--- config.mk ---
export PLATFORM = sky130hd
export DESIGN_NAME = ram_dma_controller_flat
export DESIGN_NICKNAME = d
export VERILOG_FILES = /design/src/rtl/ram_dma_pkg.sv /design/src/rtl/ram_dma_controller_if.sv /design/src/rtl/ram_dma_cfg_regs.sv /design/src/rtl/ram_dma_controller.sv /design/src/flat_wrapper.sv
export SDC_FILE = /design/constraint.sdc
export NUM_CORES = 1
export LEC_CHECK = 0
export ABC_CLOCK_PERIOD_IN_PS = 3400
export BUFFER_PORTS_ARGS = -buffer_cell sky130_fd_sc_hd__buf_2
export CAP_MARGIN = 20
export CORE_AREA = 2 2 149 151
export CTS_CLUSTER_DIAMETER = 30
export CTS_CLUSTER_SIZE = 24
export DETAILED_ROUTE_END_ITERATION = 10
export DIE_AREA = 0 0 151 153
export PLACE_DENSITY = 0.72
export SLEW_MARGIN = 5
export SYNTH_ARGS = -nofsm -noshare
export SYNTH_HDL_FRONTEND = slang
export SYNTH_SLANG_ARGS = --single-unit
--- constraint.sdc ---
create_clock -name clock -period 3.4 [get_ports clock]
set_input_delay 0.51 -clock clock [delete_from_list [all_inputs] [get_ports clock]]
set_output_delay 0.51 -clock clock [all_outputs]
set_load 0.01 [all_outputs]
--- src/rtl/ram_dma_pkg.sv ---
// ============================================================================
//  ram_dma_pkg : shared types and constants for the ramDmaCi DMA engine
//  Rev 1.0
// ============================================================================
`default_nettype none

package ram_dma_pkg;

  typedef enum logic [2:0] {
    S_IDLE     = 3'd0,
    S_REQUEST  = 3'd1,
    S_BEGIN    = 3'd2,
    S_READ     = 3'd3,
    S_PREFETCH = 3'd4,
    S_WRITE    = 3'd5,
    S_WEND     = 3'd6,
    S_NEXT     = 3'd7
  } dma_state_e;

  localparam logic [2:0] SEL_BUS_ADDR   = 3'd0;
  localparam logic [2:0] SEL_MEM_ADDR   = 3'd1;
  localparam logic [2:0] SEL_BLOCK_SIZE = 3'd2;
  localparam logic [2:0] SEL_BURST_SIZE = 3'd3;
  localparam logic [2:0] SEL_CONTROL    = 3'd4;
  localparam logic [2:0] SEL_STATUS     = 3'd5;

  localparam int CTRL_TO_MEM_BIT = 0;
  localparam int CTRL_TO_BUS_BIT = 1;
  localparam int STAT_BUSY_BIT   = 0;
  localparam int STAT_ERROR_BIT  = 1;

  localparam logic [3:0] BYTE_EN_ALL = 4'hF;

endpackage

`default_nettype wire

--- src/rtl/ram_dma_controller_if.sv ---
// ============================================================================
//  ram_dma_controller_if : config, system-bus and SSRAM port-B signal bundle
//  Rev 1.0
// ============================================================================
`default_nettype none

interface ram_dma_controller_if #(
  parameter int addrWidth = 9
);
  logic                 cfgWe;
  logic [2:0]           cfgSel;
  logic [31:0]          cfgData;
  logic [31:0]          cfgReadData;
  logic                 busy;
  logic                 requestTransaction;
  logic                 transactionGranted;
  logic                 beginTransactionOut;
  logic [31:0]          addressDataOut;
  logic [3:0]           byteEnablesOut;
  logic [7:0]           burstSizeOut;
  logic                 readNotWriteOut;
  logic                 dataValidOut;
  logic                 endTransactionOut;
  logic [31:0]          addressDataIn;
  logic                 dataValidIn;
  logic                 endTransactionIn;
  logic                 busyIn;
  logic                 busErrorIn;
  logic [addrWidth-1:0] memAddressB;
  logic                 memWriteEnableB;
  logic [31:0]          memDataOutB;
  logic [31:0]          memDataInB;

  modport master (
    input  cfgWe, cfgSel, cfgData, transactionGranted, addressDataIn, dataValidIn,
           endTransactionIn, busyIn, busErrorIn, memDataInB,
    output cfgReadData, busy, requestTransaction, beginTransactionOut, addressDataOut,
           byteEnablesOut, burstSizeOut, readNotWriteOut, dataValidOut, endTransactionOut,
           memAddressB, memWriteEnableB, memDataOutB
  );

  modport slave (
    output cfgWe, cfgSel, cfgData, transactionGranted, addressDataIn, dataValidIn,
           endTransactionIn, busyIn, busErrorIn, memDataInB,
    input  cfgReadData, busy, requestTransaction, beginTransactionOut, addressDataOut,
           byteEnablesOut, burstSizeOut, readNotWriteOut, dataValidOut, endTransactionOut,
           memAddressB, memWriteEnableB, memDataOutB
  );

endinterface

`default_nettype wire

--- src/rtl/ram_dma_cfg_regs.sv ---
// ============================================================================
//  ram_dma_cfg_regs : DMA config register file, readback mux and start pulse
//  Rev 1.0
// ============================================================================
`default_nettype none

module ram_dma_cfg_regs
  import ram_dma_pkg::*;
#(
  parameter int addrWidth = 9,
  parameter int maxBurst  = 16
) (
  input  logic                 clock,
  input  logic                 reset,
  input  logic                 cfgWe_i,
  input  logic [2:0]           cfgSel_i,
  input  logic [31:0]          cfgData_i,
  input  logic                 busy_i,
  input  logic                 error_i,
  output logic [31:0]          busAddress_o,
  output logic [addrWidth-1:0] memAddress_o,
  output logic [9:0]           blockSize_o,
  output logic [7:0]           burstSize_o,
  output logic                 start_o,
  output logic                 startToMem_o,
  output logic [31:0]          cfgReadData_o
);

  localparam logic [7:0] BURST_LIMIT = 8'(maxBurst - 1);

  logic                 wrEn;
  logic [29:0]          busAddress_q;
  logic [addrWidth-1:0] memAddress_q;
  logic [9:0]           blockSize_q;
  logic [7:0]           burstSize_q;
  logic [31:0]          cfgReadData_q, cfgReadData_d;

  assign wrEn = cfgWe_i & ~busy_i;

  always_ff @(posedge clock) begin
    if (reset) begin
      busAddress_q  <= '0;
      memAddress_q  <= '0;
      blockSize_q   <= '0;
      burstSize_q   <= '0;
      cfgReadData_q <= '0;
    end else begin
      cfgReadData_q <= cfgReadData_d;
      if (wrEn) begin
        case (cfgSel_i)
          SEL_BUS_ADDR:   busAddress_q <= cfgData_i[31:2];
          SEL_MEM_ADDR:   memAddress_q <= cfgData_i[addrWidth-1:0];
          SEL_BLOCK_SIZE: blockSize_q  <= cfgData_i[9:0];
          SEL_BURST_SIZE: burstSize_q  <= (cfgData_i[7:0] > BURST_LIMIT) ? BURST_LIMIT
                                                                        : cfgData_i[7:0];
          default: ;
        endcase
      end
    end
  end

  always_comb begin
    cfgReadData_d = '0;
    case (cfgSel_i)
      SEL_BUS_ADDR:   cfgReadData_d = {busAddress_q, 2'b00};
      SEL_MEM_ADDR:   cfgReadData_d = 32'(memAddress_q);
      SEL_BLOCK_SIZE: cfgReadData_d = 32'(blockSize_q);
      SEL_BURST_SIZE: cfgReadData_d = 32'(burstSize_q);
      SEL_STATUS: begin
        cfgReadData_d[STAT_BUSY_BIT]  = busy_i;
        cfgReadData_d[STAT_ERROR_BIT] = error_i;
      end
      default: ;
    endcase
  end

  // Bus->SSRAM wins when both direction bits are set.
  assign start_o       = wrEn && (cfgSel_i == SEL_CONTROL) &&
                         (cfgData_i[CTRL_TO_MEM_BIT] || cfgData_i[CTRL_TO_BUS_BIT]);
  assign startToMem_o  = cfgData_i[CTRL_TO_MEM_BIT];
  assign busAddress_o  = {busAddress_q, 2'b00};
  assign memAddress_o  = memAddress_q;
  assign blockSize_o   = blockSize_q;
  assign burstSize_o   = burstSize_q;
  assign cfgReadData_o = cfgReadData_q;

endmodule

`default_nettype wire

--- src/rtl/ram_dma_controller.sv ---
// ============================================================================
//  ram_dma_controller : DMA between SSRAM port B and the system bus (bursts)
//  Rev 1.0
// ============================================================================
`default_nettype none

module ram_dma_controller
  import ram_dma_pkg::*;
#(
  parameter int nrOfEntries = 512,
  parameter int maxBurst    = 16
) (
  input  logic                 clock,
  input  logic                 reset,
  ram_dma_controller_if.master io
);

  localparam int addrWidth = $clog2(nrOfEntries);

  dma_state_e           state_q, state_d;
  logic [31:0]          busAddr_q, busAddr_d, wrData_q, wrData_d;
  logic [addrWidth-1:0] memAddr_q, memAddr_d;
  logic [9:0]           remaining_q, remaining_d, beats_q, beats_d, count_q, count_d;
  logic                 toMem_q, toMem_d, error_q, error_d;
  logic                 busy, start, startToMem;
  logic [31:0]          busAddress;
  logic [addrWidth-1:0] memAddress;
  logic [9:0]           blockSize, burstBeats, beatsNext;
  logic [7:0]           burstSize;

  assign busy    = (state_q != S_IDLE);
  assign io.busy = busy;

  ram_dma_cfg_regs #(.addrWidth(addrWidth), .maxBurst(maxBurst)) u_cfg (
    .clock(clock), .reset(reset),
    .cfgWe_i(io.cfgWe), .cfgSel_i(io.cfgSel), .cfgData_i(io.cfgData),
    .busy_i(busy), .error_i(error_q),
    .busAddress_o(busAddress), .memAddress_o(memAddress),
    .blockSize_o(blockSize), .burstSize_o(burstSize),
    .start_o(start), .startToMem_o(startToMem),
    .cfgReadData_o(io.cfgReadData)
  );

  assign burstBeats = 10'(burstSize) + 10'd1;
  assign beatsNext  = (burstBeats < remaining_q) ? burstBeats : remaining_q;

  always_ff @(posedge clock) begin
    if (reset) begin
      state_q     <= S_IDLE;
      busAddr_q   <= '0;
      wrData_q    <= '0;
      memAddr_q   <= '0;
      remaining_q <= '0;
      beats_q     <= '0;
      count_q     <= '0;
      toMem_q     <= 1'b0;
      error_q     <= 1'b0;
    end else begin
      state_q     <= state_d;
      busAddr_q   <= busAddr_d;
      wrData_q    <= wrData_d;
      memAddr_q   <= memAddr_d;
      remaining_q <= remaining_d;
      beats_q     <= beats_d;
      count_q     <= count_d;
      toMem_q     <= toMem_d;
      error_q     <= error_d;
    end
  end

  // SSRAM->bus: memAddr_q tracks the word held in wrData_q, so port B looks
  // one word ahead (two when a beat is accepted) to keep the next word ready.
  always_comb begin
    state_d     = state_q;
    busAddr_d   = busAddr_q;
    wrData_d    = wrData_q;
    memAddr_d   = memAddr_q;
    remaining_d = remaining_q;
    beats_d     = beats_q;
    count_d     = count_q;
    toMem_d     = toMem_q;
    error_d     = error_q;

    io.requestTransaction  = 1'b0;
    io.beginTransactionOut = 1'b0;
    io.addressDataOut      = '0;
    io.byteEnablesOut      = '0;
    io.burstSizeOut        = '0;
    io.readNotWriteOut     = 1'b0;
    io.dataValidOut        = 1'b0;
    io.endTransactionOut   = 1'b0;
    io.memAddressB         = memAddr_q;
    io.memWriteEnableB     = 1'b0;
    io.memDataOutB         = '0;

    case (state_q)
      S_IDLE: begin
        if (start) begin
          error_d = 1'b0;
          if (blockSize != 10'd0) begin
            state_d     = S_REQUEST;
            busAddr_d   = busAddress;
            memAddr_d   = memAddress;
            remaining_d = blockSize;
            toMem_d     = startToMem;
          end
        end
      end
      S_REQUEST: begin
        io.requestTransaction = 1'b1;
        if (io.transactionGranted) begin
          state_d = S_BEGIN;
          beats_d = beatsNext;
          count_d = '0;
        end
      end
      S_BEGIN: begin
        io.requestTransaction  = 1'b1;
        io.beginTransactionOut = 1'b1;
        io.addressDataOut      = busAddr_q;
        io.byteEnablesOut      = BYTE_EN_ALL;
        io.burstSizeOut        = 8'(beats_q - 10'd1);
        io.readNotWriteOut     = toMem_q;
        state_d                = toMem_q ? S_READ : S_PREFETCH;
      end
      S_READ: begin
        io.requestTransaction = 1'b1;
        io.memDataOutB        = io.addressDataIn;
        if (io.dataValidIn && (count_q < beats_q)) begin
          io.memWriteEnableB = 1'b1;
          memAddr_d          = memAddr_q + addrWidth'(1);
          count_d            = count_q + 10'd1;
        end
        if (io.endTransactionIn) state_d = S_NEXT;
      end
      S_PREFETCH: begin
        io.requestTransaction = 1'b1;
        io.memAddressB        = memAddr_q + addrWidth'(1);
        wrData_d              = io.memDataInB;
        state_d               = S_WRITE;
      end
      S_WRITE: begin
        io.requestTransaction = 1'b1;
        io.dataValidOut       = 1'b1;
        io.addressDataOut     = wrData_q;
        if (!io.busyIn) begin
          io.memAddressB = memAddr_q + addrWidth'(2);
          wrData_d       = io.memDataInB;
          memAddr_d      = memAddr_q + addrWidth'(1);
          count_d        = count_q + 10'd1;
          if (count_q == beats_q - 10'd1) state_d = S_WEND;
        end else begin
          io.memAddressB = memAddr_q + addrWidth'(1);
        end
      end
      S_WEND: begin
        io.requestTransaction = 1'b1;
        io.endTransactionOut  = 1'b1;
        state_d               = S_NEXT;
      end
      S_NEXT: begin
        busAddr_d   = busAddr_q + {20'd0, beats_q, 2'b00};
        remaining_d = remaining_q - beats_q;
        state_d     = (remaining_q == beats_q) ? S_IDLE : S_REQUEST;
      end
      default: state_d = S_IDLE;
    endcase

    if (busy && io.busErrorIn) begin
      state_d = S_IDLE;
      error_d = 1'b1;
    end
  end

endmodule

`default_nettype wire

--- src/flat_wrapper.sv ---
// flat-port wrapper written by rule: the top's interface ports become plain ports
module ram_dma_controller_flat import ram_dma_pkg::*;
#(
  parameter int nrOfEntries = 512,
  parameter int maxBurst    = 16
)
  (clock, reset, io_cfgWe, io_cfgSel, io_cfgData, io_transactionGranted, io_addressDataIn, io_dataValidIn, io_endTransactionIn, io_busyIn, io_busErrorIn, io_memDataInB, io_cfgReadData, io_busy, io_requestTransaction, io_beginTransactionOut, io_addressDataOut, io_byteEnablesOut, io_burstSizeOut, io_readNotWriteOut, io_dataValidOut, io_endTransactionOut, io_memAddressB, io_memWriteEnableB, io_memDataOutB);
  ram_dma_controller_if io_i ();
  input  logic clock;
  input  logic reset;
  input wire logic [$bits(io_i.cfgWe)-1:0] io_cfgWe;
  input wire logic [$bits(io_i.cfgSel)-1:0] io_cfgSel;
  input wire logic [$bits(io_i.cfgData)-1:0] io_cfgData;
  input wire logic [$bits(io_i.transactionGranted)-1:0] io_transactionGranted;
  input wire logic [$bits(io_i.addressDataIn)-1:0] io_addressDataIn;
  input wire logic [$bits(io_i.dataValidIn)-1:0] io_dataValidIn;
  input wire logic [$bits(io_i.endTransactionIn)-1:0] io_endTransactionIn;
  input wire logic [$bits(io_i.busyIn)-1:0] io_busyIn;
  input wire logic [$bits(io_i.busErrorIn)-1:0] io_busErrorIn;
  input wire logic [$bits(io_i.memDataInB)-1:0] io_memDataInB;
  output wire logic [$bits(io_i.cfgReadData)-1:0] io_cfgReadData;
  output wire logic [$bits(io_i.busy)-1:0] io_busy;
  output wire logic [$bits(io_i.requestTransaction)-1:0] io_requestTransaction;
  output wire logic [$bits(io_i.beginTransactionOut)-1:0] io_beginTransactionOut;
  output wire logic [$bits(io_i.addressDataOut)-1:0] io_addressDataOut;
  output wire logic [$bits(io_i.byteEnablesOut)-1:0] io_byteEnablesOut;
  output wire logic [$bits(io_i.burstSizeOut)-1:0] io_burstSizeOut;
  output wire logic [$bits(io_i.readNotWriteOut)-1:0] io_readNotWriteOut;
  output wire logic [$bits(io_i.dataValidOut)-1:0] io_dataValidOut;
  output wire logic [$bits(io_i.endTransactionOut)-1:0] io_endTransactionOut;
  output wire logic [$bits(io_i.memAddressB)-1:0] io_memAddressB;
  output wire logic [$bits(io_i.memWriteEnableB)-1:0] io_memWriteEnableB;
  output wire logic [$bits(io_i.memDataOutB)-1:0] io_memDataOutB;
  assign io_i.cfgWe = io_cfgWe;
  assign io_i.cfgSel = io_cfgSel;
  assign io_i.cfgData = io_cfgData;
  assign io_i.transactionGranted = io_transactionGranted;
  assign io_i.addressDataIn = io_addressDataIn;
  assign io_i.dataValidIn = io_dataValidIn;
  assign io_i.endTransactionIn = io_endTransactionIn;
  assign io_i.busyIn = io_busyIn;
  assign io_i.busErrorIn = io_busErrorIn;
  assign io_i.memDataInB = io_memDataInB;
  assign io_cfgReadData = io_i.cfgReadData;
  assign io_busy = io_i.busy;
  assign io_requestTransaction = io_i.requestTransaction;
  assign io_beginTransactionOut = io_i.beginTransactionOut;
  assign io_addressDataOut = io_i.addressDataOut;
  assign io_byteEnablesOut = io_i.byteEnablesOut;
  assign io_burstSizeOut = io_i.burstSizeOut;
  assign io_readNotWriteOut = io_i.readNotWriteOut;
  assign io_dataValidOut = io_i.dataValidOut;
  assign io_endTransactionOut = io_i.endTransactionOut;
  assign io_memAddressB = io_i.memAddressB;
  assign io_memWriteEnableB = io_i.memWriteEnableB;
  assign io_memDataOutB = io_i.memDataOutB;
  ram_dma_controller #(.nrOfEntries(nrOfEntries), .maxBurst(maxBurst)) u_core (.clock(clock), .reset(reset), .io(io_i));
endmodule
== Word level (Yosys, flattened, before mapping) ==
Cells that the tools add are included.
Cells by class
  $add $sub $neg: 7
  multipliers: 0
  div/mod/pow operators: 0
  order comparisons: 3
  equal/unequal tests: 21
  shifts and indexed selects: 0
  multiplexer cells: 46
  bitwise logic cells: 2
  reductions and logical operators: 29
Operator list (count)
  $pmux 32 s2: 3
  $mux 32: 4
  $pmux 30 s4: 1
  $mux 10: 6
  $mux 9: 5
  $add 32x12->32: 1
  $pmux 10 s3: 1
  $pmux 9 s3: 1
  $pmux 3 s8: 1
  $mux 3: 7
  $eq 10x10->1: 2
  $lt 10x10->1: 2
  $pmux 10 s2: 1
  $eq 3x3->1 const B: 6
  $pmux 9 s2: 1
  $mux 8: 2
  $reduce_and 2->1: 7
  $eq 3x2->1 const B: 4
  $mux 1: 11
  $add 10x1->10 const B: 1
  $reduce_bool 10->1: 1
  $sub 10x1->10 const B: 1
  $sub 10x10->10: 1
  $add 8x1->9 const B: 1
  other kinds (21): 37
Storage, ports and cells
  bits in registers: 197
  bits in latches: 0
  bits in writable memories: 0
  ROM bits: 0
  input port bits: 107
  output and inout bits: 124
  memories: 0

== Longest topological paths before layout ==
Gate-level depths: netlist of the first run.
  depth after elaboration: 8
  depth in mapped cells: 13

== Hierarchy ==
From an unflattened synthesis of the first run, not the netlist that was laid out.
Unflattened totals
  cells, all modules: 1351
  area, all modules: 11177.0 um^2
By module, submodules not included
  ram_dma_controller: times used 1, cells an instance 1009, area an instance 7592.3 um^2, seq. area each 2162.1 um^2
  ram_dma_cfg_regs: times used 1, cells an instance 342, area an instance 3584.7 um^2, seq. area each 1781.7 um^2

== Worst setup path after synthesis of the first run ==
Ideal clock, no wire load.
  path kind: flip-flop to flip-flop
  from: reg u_core.u_cfg.burstSize_q[0], in the netlist u_core.u_cfg.burstSize_o[0]
  to: reg u_core.beats_q[1]
  library setup time: 0.086 ns
  data arrival time: 2.803 ns
  data required time: 3.314 ns
  slack: 0.511 ns
  cell stages (with the launch flop): 13
  path buffers: 1
  clock period less this slack: 2.889 ns
  cells stage by stage: dfxtp_1 -> and3_1 -> nand3_1 -> or2_2 -> xnor2_1 -> ha_1 -> and3_1 -> o221ai_1 -> a21oi_1 -> o31ai_1 -> buf_4 -> a21oi_1 -> a211oi_1
Between the ends
  cells in the longest elaborated chain, start to end: 3
Ends and longest elaborated chain
  from (decl): RTL line ram_dma_cfg_regs.sv:35  | logic [7:0] burstSize_q;
  from (signal assigned): RTL line ram_dma_cfg_regs.sv:54  | SEL_BURST_SIZE: burstSize_q <= (cfgData_i[7:0] > BURST_LIMIT) ? BURST_LIMIT
  $add 8x1->9 (*): RTL line ram_dma_controller.sv:44  | assign burstBeats = 10'(burstSize) + 10'd1;
  $lt 10x10->1: RTL line ram_dma_controller.sv:45  | assign beatsNext = (burstBeats < remaining_q) ? burstBeats : remaining_q;
  $mux 10 (*): RTL line ram_dma_controller.sv:45
  to (signal assigned): RTL line ram_dma_controller.sv:64  | beats_q <= beats_d;
  to (decl): RTL line ram_dma_controller.sv:23  | logic [9:0] remaining_q, remaining_d, beats_q, beats_d, count_q, count_d;
Every way passes the cells marked *; elsewhere a longest branch is shown, timed or not.
A chain may end at the register's enable or synchronous reset.

== Final worst setup path of the first run ==
  from: reg u_core.beats_q[4]
  to: out io_memWriteEnableB
Between the ends
  cells in the longest elaborated chain, start to end: 4
Ends and longest elaborated chain
  $lt 10x10->1: RTL line ram_dma_controller.sv:129  | if (io.dataValidIn && (count_q < beats_q)) begin
  $logic_and 1x1->1: RTL line ram_dma_controller.sv:129
  $mux 1: RTL line ram_dma_controller.sv:129
  $mux 1: RTL line ram_dma_controller.sv:96  | case (state_q)
  to (decl): RTL line flat_wrapper.sv:32  | output wire logic [$bits(io_i.memWriteEnableB)-1:0] io_memWriteEnableB;
Every way passes these cells.

==> run metrics, run 1 <==
status complete, no violations; clock-pin slew on the worst setup and hold paths 90 ps; largest net degree at the start of global routing 67; # setup viols final 0; Post-Syn Area 10610 µm²; DRC violation count after routing 0; Fin. Hold Viols 0; CTS root buffer clkbuf_16; Psw 2050 µW; Post-Syn Nets 1497; most frequent cells in the layout buf_2 (229), nand2_1 (206), dfxtp_1 (195); cell taking the most area after synthesis dfxtp_1; f_max 321.4 MHz; async set or reset register ratio after synthesis 0%; IO buf count 230; Layout fillers 2010; placed cells 1795; dpl cell area 11970 µm²; Main synth FF type dfxtp_1; Critical Path Fanout Max 9; num ports 231; final slew viol count 0; hold endpoint u_core.u_cfg.busAddress_q[14]; initial antenna violation count 0; overall track demand over capacity in global routing 27.48%; Die Span Y 153 µm; global-route wire length before repair 50.37 mm; Int Power 3926 µW; Setup crit start kind flip-flop; post-synth cell types 72; postcts setup bufs 0; RSZ-0062 raised after global routing false; leakage 0.005386 µW; Antenna diodes 0; Clock Sinks 195; mean post-synth cell area 7.885 µm²; global route total overflow 0; worst path arrival time 2600 ps; critical path type flip-flop to primary output; DRT iter0 DRCs 654; global placement routability congestion 0.9596; period utilisation layout 91.52%; nets 1685; Reg power frac 43.1%; latest clock arrival within the worst-skew pair 450 ps; Antenna Nets Post-Route 0; Hold Crit Class input port to flip-flop; peak supply drop 0.3222 mV; CP dominant cell by count o21a_1; CP peak stage delay 530 ps; YS warnings 0; worst r2r path cells 13; Slew Limit Headroom 43.71%; Initial Utilization 49.39%; Routed WL per cell 17.64 µm; worst flop-to-flop path endpoint u_core.beats_q[5]; Area contributors post-synth dfxtp_1 (37%), nand2_1 (7.3%), a21oi_1 (5.8%); Reg area 3904 µm²; Clock power frac 35.9%; row cnt 54; worst r2r src u_core.u_cfg.burstSize_o[0]; min-delay src io_cfgData[16]; hold buffer count at cts 0; post-synthesis register bit count 195; sequential fraction of the synthesis area 36.78%; Setup crit end kind primary output; CTS tree built; Detailed Route WL 32.22 mm; min Tclk post-route 3112 ps; worst clock skew 10.88 ps; Die W 151 µm; vias in the first global route 9523; post-DP HPWL 23.92 mm; Post-CTS Resized 0; fin area 12610 µm²; number of detailed-route iterations in the first pass 8; Area Growth Syn to Fin 18.84%; share of layout cells above drive strength 1 20.36%; maximum clock insertion buffer count 2; share of the synthesized area in the top cell type 36.78%; fin cells 1827; Crit path max-delay family compound AO/OA/AOI/OAI gates; area occupied by multi-input gates 6213 µm²; Sw Ratio 34.30%; Max Cap Viol 0; core area 21490 µm²; TNS Setup 0 ps; CP required 2890 ps; Post-synth EDFFs 0; synthesized instance count 1346; worst hold stages 3; crit-path cells inv_1 > ha_1 > o21a_1 > o21a_1 > o21a_1 > o311a_1 > nor2_1 > buf_2; commonest non-fill, non-tap cell in the layout buf_2; H-tree depth 4; area of the die 23100 µm²; routed vias/inst 5.700; Worst Path Buf+Inv 2; P per Cell Area 473.8 nW/µm²; R2R Setup Slk 560 ps; combinational share of power 21.0%; worst slew pin tran 841.3 ps; DR vias 10414; Slowest-stage cell, CP dfxtp_1; CTS Buf Count 17
## through the flow
step	setup slack (ps)	utilization (%)	hold slack (ps)	power (µW)
3_5_place_dp	609.9	55.72	446.5	3869
4_1_cts	314.9	58.70	276.6	5983
6_report	288.4	58.70	287.0	5976
2_1_floorplan	511.3	-	431.9	3456
3_3_place_gp	735.6	55.72	437.7	3849
5_1_grt	183.5	58.70	276.0	6232
## registers in the layout (all words and copies together), names as in the netlist, 3 cells and up
name and flops:
u_core.state_q 3, u_core.memAddr_q 9, u_core.remaining_q 10, u_core.busAddr_q 30, u_core.wrData_q 32, u_core.u_cfg.burstSize_o 8
u_core.u_cfg.memAddress_o 9, u_core.count_q 10, u_core.u_cfg.blockSize_o 10, u_core.u_cfg.cfgReadData_o 32, u_core.beats_q 10, u_core.u_cfg.busAddress_q 30
## layout make-up
cell class	instances	share of cell area [%]
sequential	195	30.95
tap	280	2.778
multi-input combinational	1027	49.27
clock inverter	15	1.706
clock buffer	17	3.373
inverter	36	1.071
timing repair buffer	257	10.85
## logic make-up after synthesis
kind of cell | synth area share, %
AO/OA/AOI/OAI | 19.98
XOR/XNOR | 3.843
adder cells (fa/ha/maj) | 5.329
buffers and inverters | 4.810
flip-flops | 36.78
multiplexers | 3.690
AND/OR/NAND/NOR | 25.56
## worst max path at each step
stage | endpoint | from | slack, ps | depth (start not counted)
3_5_place_dp | u_core.beats_q[1] | u_core.u_cfg.burstSize_o[0] | 610 | 12
2_1_floorplan | u_core.beats_q[1] | u_core.u_cfg.burstSize_o[0] | 510 | 12
4_1_cts | io_memWriteEnableB | u_core.beats_q[4] | 310 | 8
6_report | io_memWriteEnableB | u_core.beats_q[4] | 290 | 8
3_3_place_gp | u_core.beats_q[1] | u_core.u_cfg.burstSize_o[0] | 740 | 13
5_1_grt | io_memAddressB[8] | u_core.memAddr_q[0] | 180 | 8
## worst reg2reg max path: cells and delay by family (launching register included)
kind	cells	cell delay, ps
AND/OR/NAND/NOR	5	880
AO/OA/AOI/OAI	5	640
flip-flops	1	430
adder cells (fa/ha/maj)	1	290
buffers and inverters	1	280
XOR/XNOR	1	200
## cells in the mapped netlist (all sizes together) (30+ instances only)
library cell,number
nand2,206
inv,36
nor2,131
ha,42
mux2i,38
xnor2,31
a21oi,124
o21ai,54
clkbuf,69
dfxtp,195
and2,74
nand3,32
a22o,30
## layer usage
metal	GRT usage [%]	wire, µm	up-vias	share of wire, %
met5	0	0	-	0
met3	4.030	2159	60	6.7
li1	-	-	5092	-
met2	46.82	15800	406	49
met4	10.81	1150	0	3.6
met1	34.83	13120	4856	41
## power by group through the flow
stage | combinational (µW) | sequential (µW) | clock, µW
2_1_floorplan | 900 | 2560 | 0
3_3_place_gp | 1230 | 2620 | 0
3_5_place_dp | 1240 | 2630 | 0
6_report | 1250 | 2580 | 2150
5_1_grt | 1380 | 2600 | 2250
4_1_cts | 1250 | 2570 | 2160
(Power assumes the default switching activity.)
==> run 2, diff against run 1 <==
--- a/config.mk
+++ b/config.mk
@@ -13,6 +13,7 @@
 export CTS_CLUSTER_SIZE = 24
 export DETAILED_ROUTE_END_ITERATION = 10
 export DIE_AREA = 0 0 151 153
+export GPL_TIMING_DRIVEN = 0
 export PLACE_DENSITY = 0.72
 export SLEW_MARGIN = 5
 export SYNTH_ARGS = -nofsm -noshare
==> run metrics, run 2 (synthesis gave the netlist of run 1 again) <==
Sw Ratio 35.15%; number of detailed-route iterations in the first pass 6; Max Cap Viol 0; f_max 308.4 MHz; dpl cell area 12100 µm²; Worst Path Buf+Inv 5; IO buf count 228; DRT iter0 DRCs 809; worst slew pin tran 871.1 ps; nets 1744; CP required 2890 ps; Initial Utilization 49.39%; Crit path max-delay family buffers and inverters; Final Util 59.50%; worst path arrival time 2730 ps; maximum clock insertion buffer count 2; row cnt 54; global placement routability congestion 0.9413; Antenna diodes 0; period utilisation layout 95.36%; Layout fillers 1993; Routed WL per cell 18.33 µm; Setup crit end kind primary output; TNS Setup 0 ps; Die Span Y 153 µm; CTS Buf Count 17; worst clock skew 12.44 ps; Reg power frac 41.6%; H-tree depth 4; global route total overflow 0; post-DP HPWL 26.63 mm; share of layout cells above drive strength 1 18.93%; combinational share of power 21.8%; Slew Limit Headroom 41.57%; Die W 151 µm; post-layout power 6105 µW; DR vias 10747; overall track demand over capacity in global routing 29.66%; crit-path cells clkbuf_1 > clkbuf_2 > and2_1 > clkbuf_1 > clkbuf_2 > nand2_1 > o21ai_0 > buf_2; leakage 0.005431 µW; clock-pin slew on the worst setup and hold paths 90 ps; status complete, no violations; initial antenna violation count 0; Hold Crit Class input port to flip-flop; most frequent cells in the layout buf_2 (234), nand2_1 (206), dfxtp_1 (195); Antenna Nets Post-Route 0; Area Growth Syn to Fin 20.45%; Setup crit start kind flip-flop; CTS tree built; Fin. Hold Viols 0; # setup viols final 0; CTS root buffer clkbuf_16; P per Cell Area 477.6 nW/µm²; min Tclk post-route 3242 ps; Int Power 3959 µW; fin area 12780 µm²; RSZ-0062 raised after global routing false; Detailed Route WL 34.57 mm; CP peak stage delay 390 ps; global-route wire length before repair 53.62 mm; DRC violation count after routing 0; critical path type flip-flop to primary output; commonest non-fill, non-tap cell in the layout buf_2; Slowest-stage cell, CP dfxtp_1; Clock power frac 36.6%; core area 21490 µm²; Clock Sinks 195; area of the die 23100 µm²; Critical Path Fanout Max 10; largest net degree at the start of global routing 26; final slew viol count 0; Psw 2146 µW; vias in the first global route 9878; latest clock arrival within the worst-skew pair 460 ps; peak supply drop 0.3283 mV; routed vias/inst 5.698; num ports 231
==> run 2: cell count changes in the layout (fill, tap and decap cells not counted), sizes merged <==
cell and change:
clkbuf +70, buf -11, clkinv -1, inv +1
==> run 2: routing by layer <==
metal  vias up  track usage, %  part of all wire (%)
met1      4948           37.93                    41
met4         0           10.41                   3.2
met3        72           4.478                   7.8
met2       525           50.65                    48
met5         -               0                     0
li1       5202               -                     -
==> run 2: area by class of cell <==
cell class                 instances  area [µm²]  share of cell area [%]
buffer                            88       380.4                   2.975
sequential                       195        3904                   30.54
inverter                          36       135.1                   1.057
tap                              280       350.3                   2.741
timing repair buffer             228        1141                   8.926
clock inverter                    15       241.5                   1.889
clock buffer                      17       425.4                   3.328
multi-input combinational       1027        6206                   48.55
==> run 2: final timing paths <==
check / from / end / slack [ps] / cells after the start
min reg2reg: u_core.wrData_q[4] / u_core.wrData_q[4] / 460 / 2
max reg2reg: u_core.u_cfg.burstSize_o[0] / u_core.beats_q[0] / 260 / 13
min: io_cfgData[20] / u_core.u_cfg.busAddress_q[18] / 280 / 3
max: u_core.state_q[2] / io_addressDataOut[23] / 160 / 8
==> run 2: worst register-to-register path, stage by stage, from the launching register on <==
cell      delay [ps]
dfxtp_1          490
and3_1           200
nand3_1          120
or2_2            330
xnor2_1          210
ha_1             290
and3_1           150
o221ai_1          60
a21oi_1           70
o31ai_2          530
buf_4            270
nand2_1           70
o211ai_1         110
a21oi_1           90
==> run 2: power groups by stage <==
stage / clock, µW / sequential [µW] / combinational (µW)
6_report: 2230 / 2540 / 1330
5_1_grt: 2340 / 2560 / 1470
4_1_cts: 2250 / 2540 / 1310
3_5_place_dp: 0 / 2590 / 1310
3_3_place_gp: 0 / 2590 / 1290
2_1_floorplan: 0 / 2560 / 900
==> run 2: through the flow <==
step | worst slack [ps] | hold slack (ps) | std cells
3_3_place_gp | 98.01 | 440.8 | 1854
5_1_grt | 24.36 | 278.6 | 1886
6_report | 157.8 | 275.4 | 1886
3_5_place_dp | 89.43 | 447.5 | 1854
4_1_cts | 15.18 | 268.9 | 1886
2_1_floorplan | 511.3 | 431.9 | 1346
==> run 2: what timing repair did <==
item                                    CTS  global route
resized for setup                         1             7
endpoints found under the setup margin   11            38
hold buffers                              0             0
gates cloned                              0             0
buffers inserted                          0             0
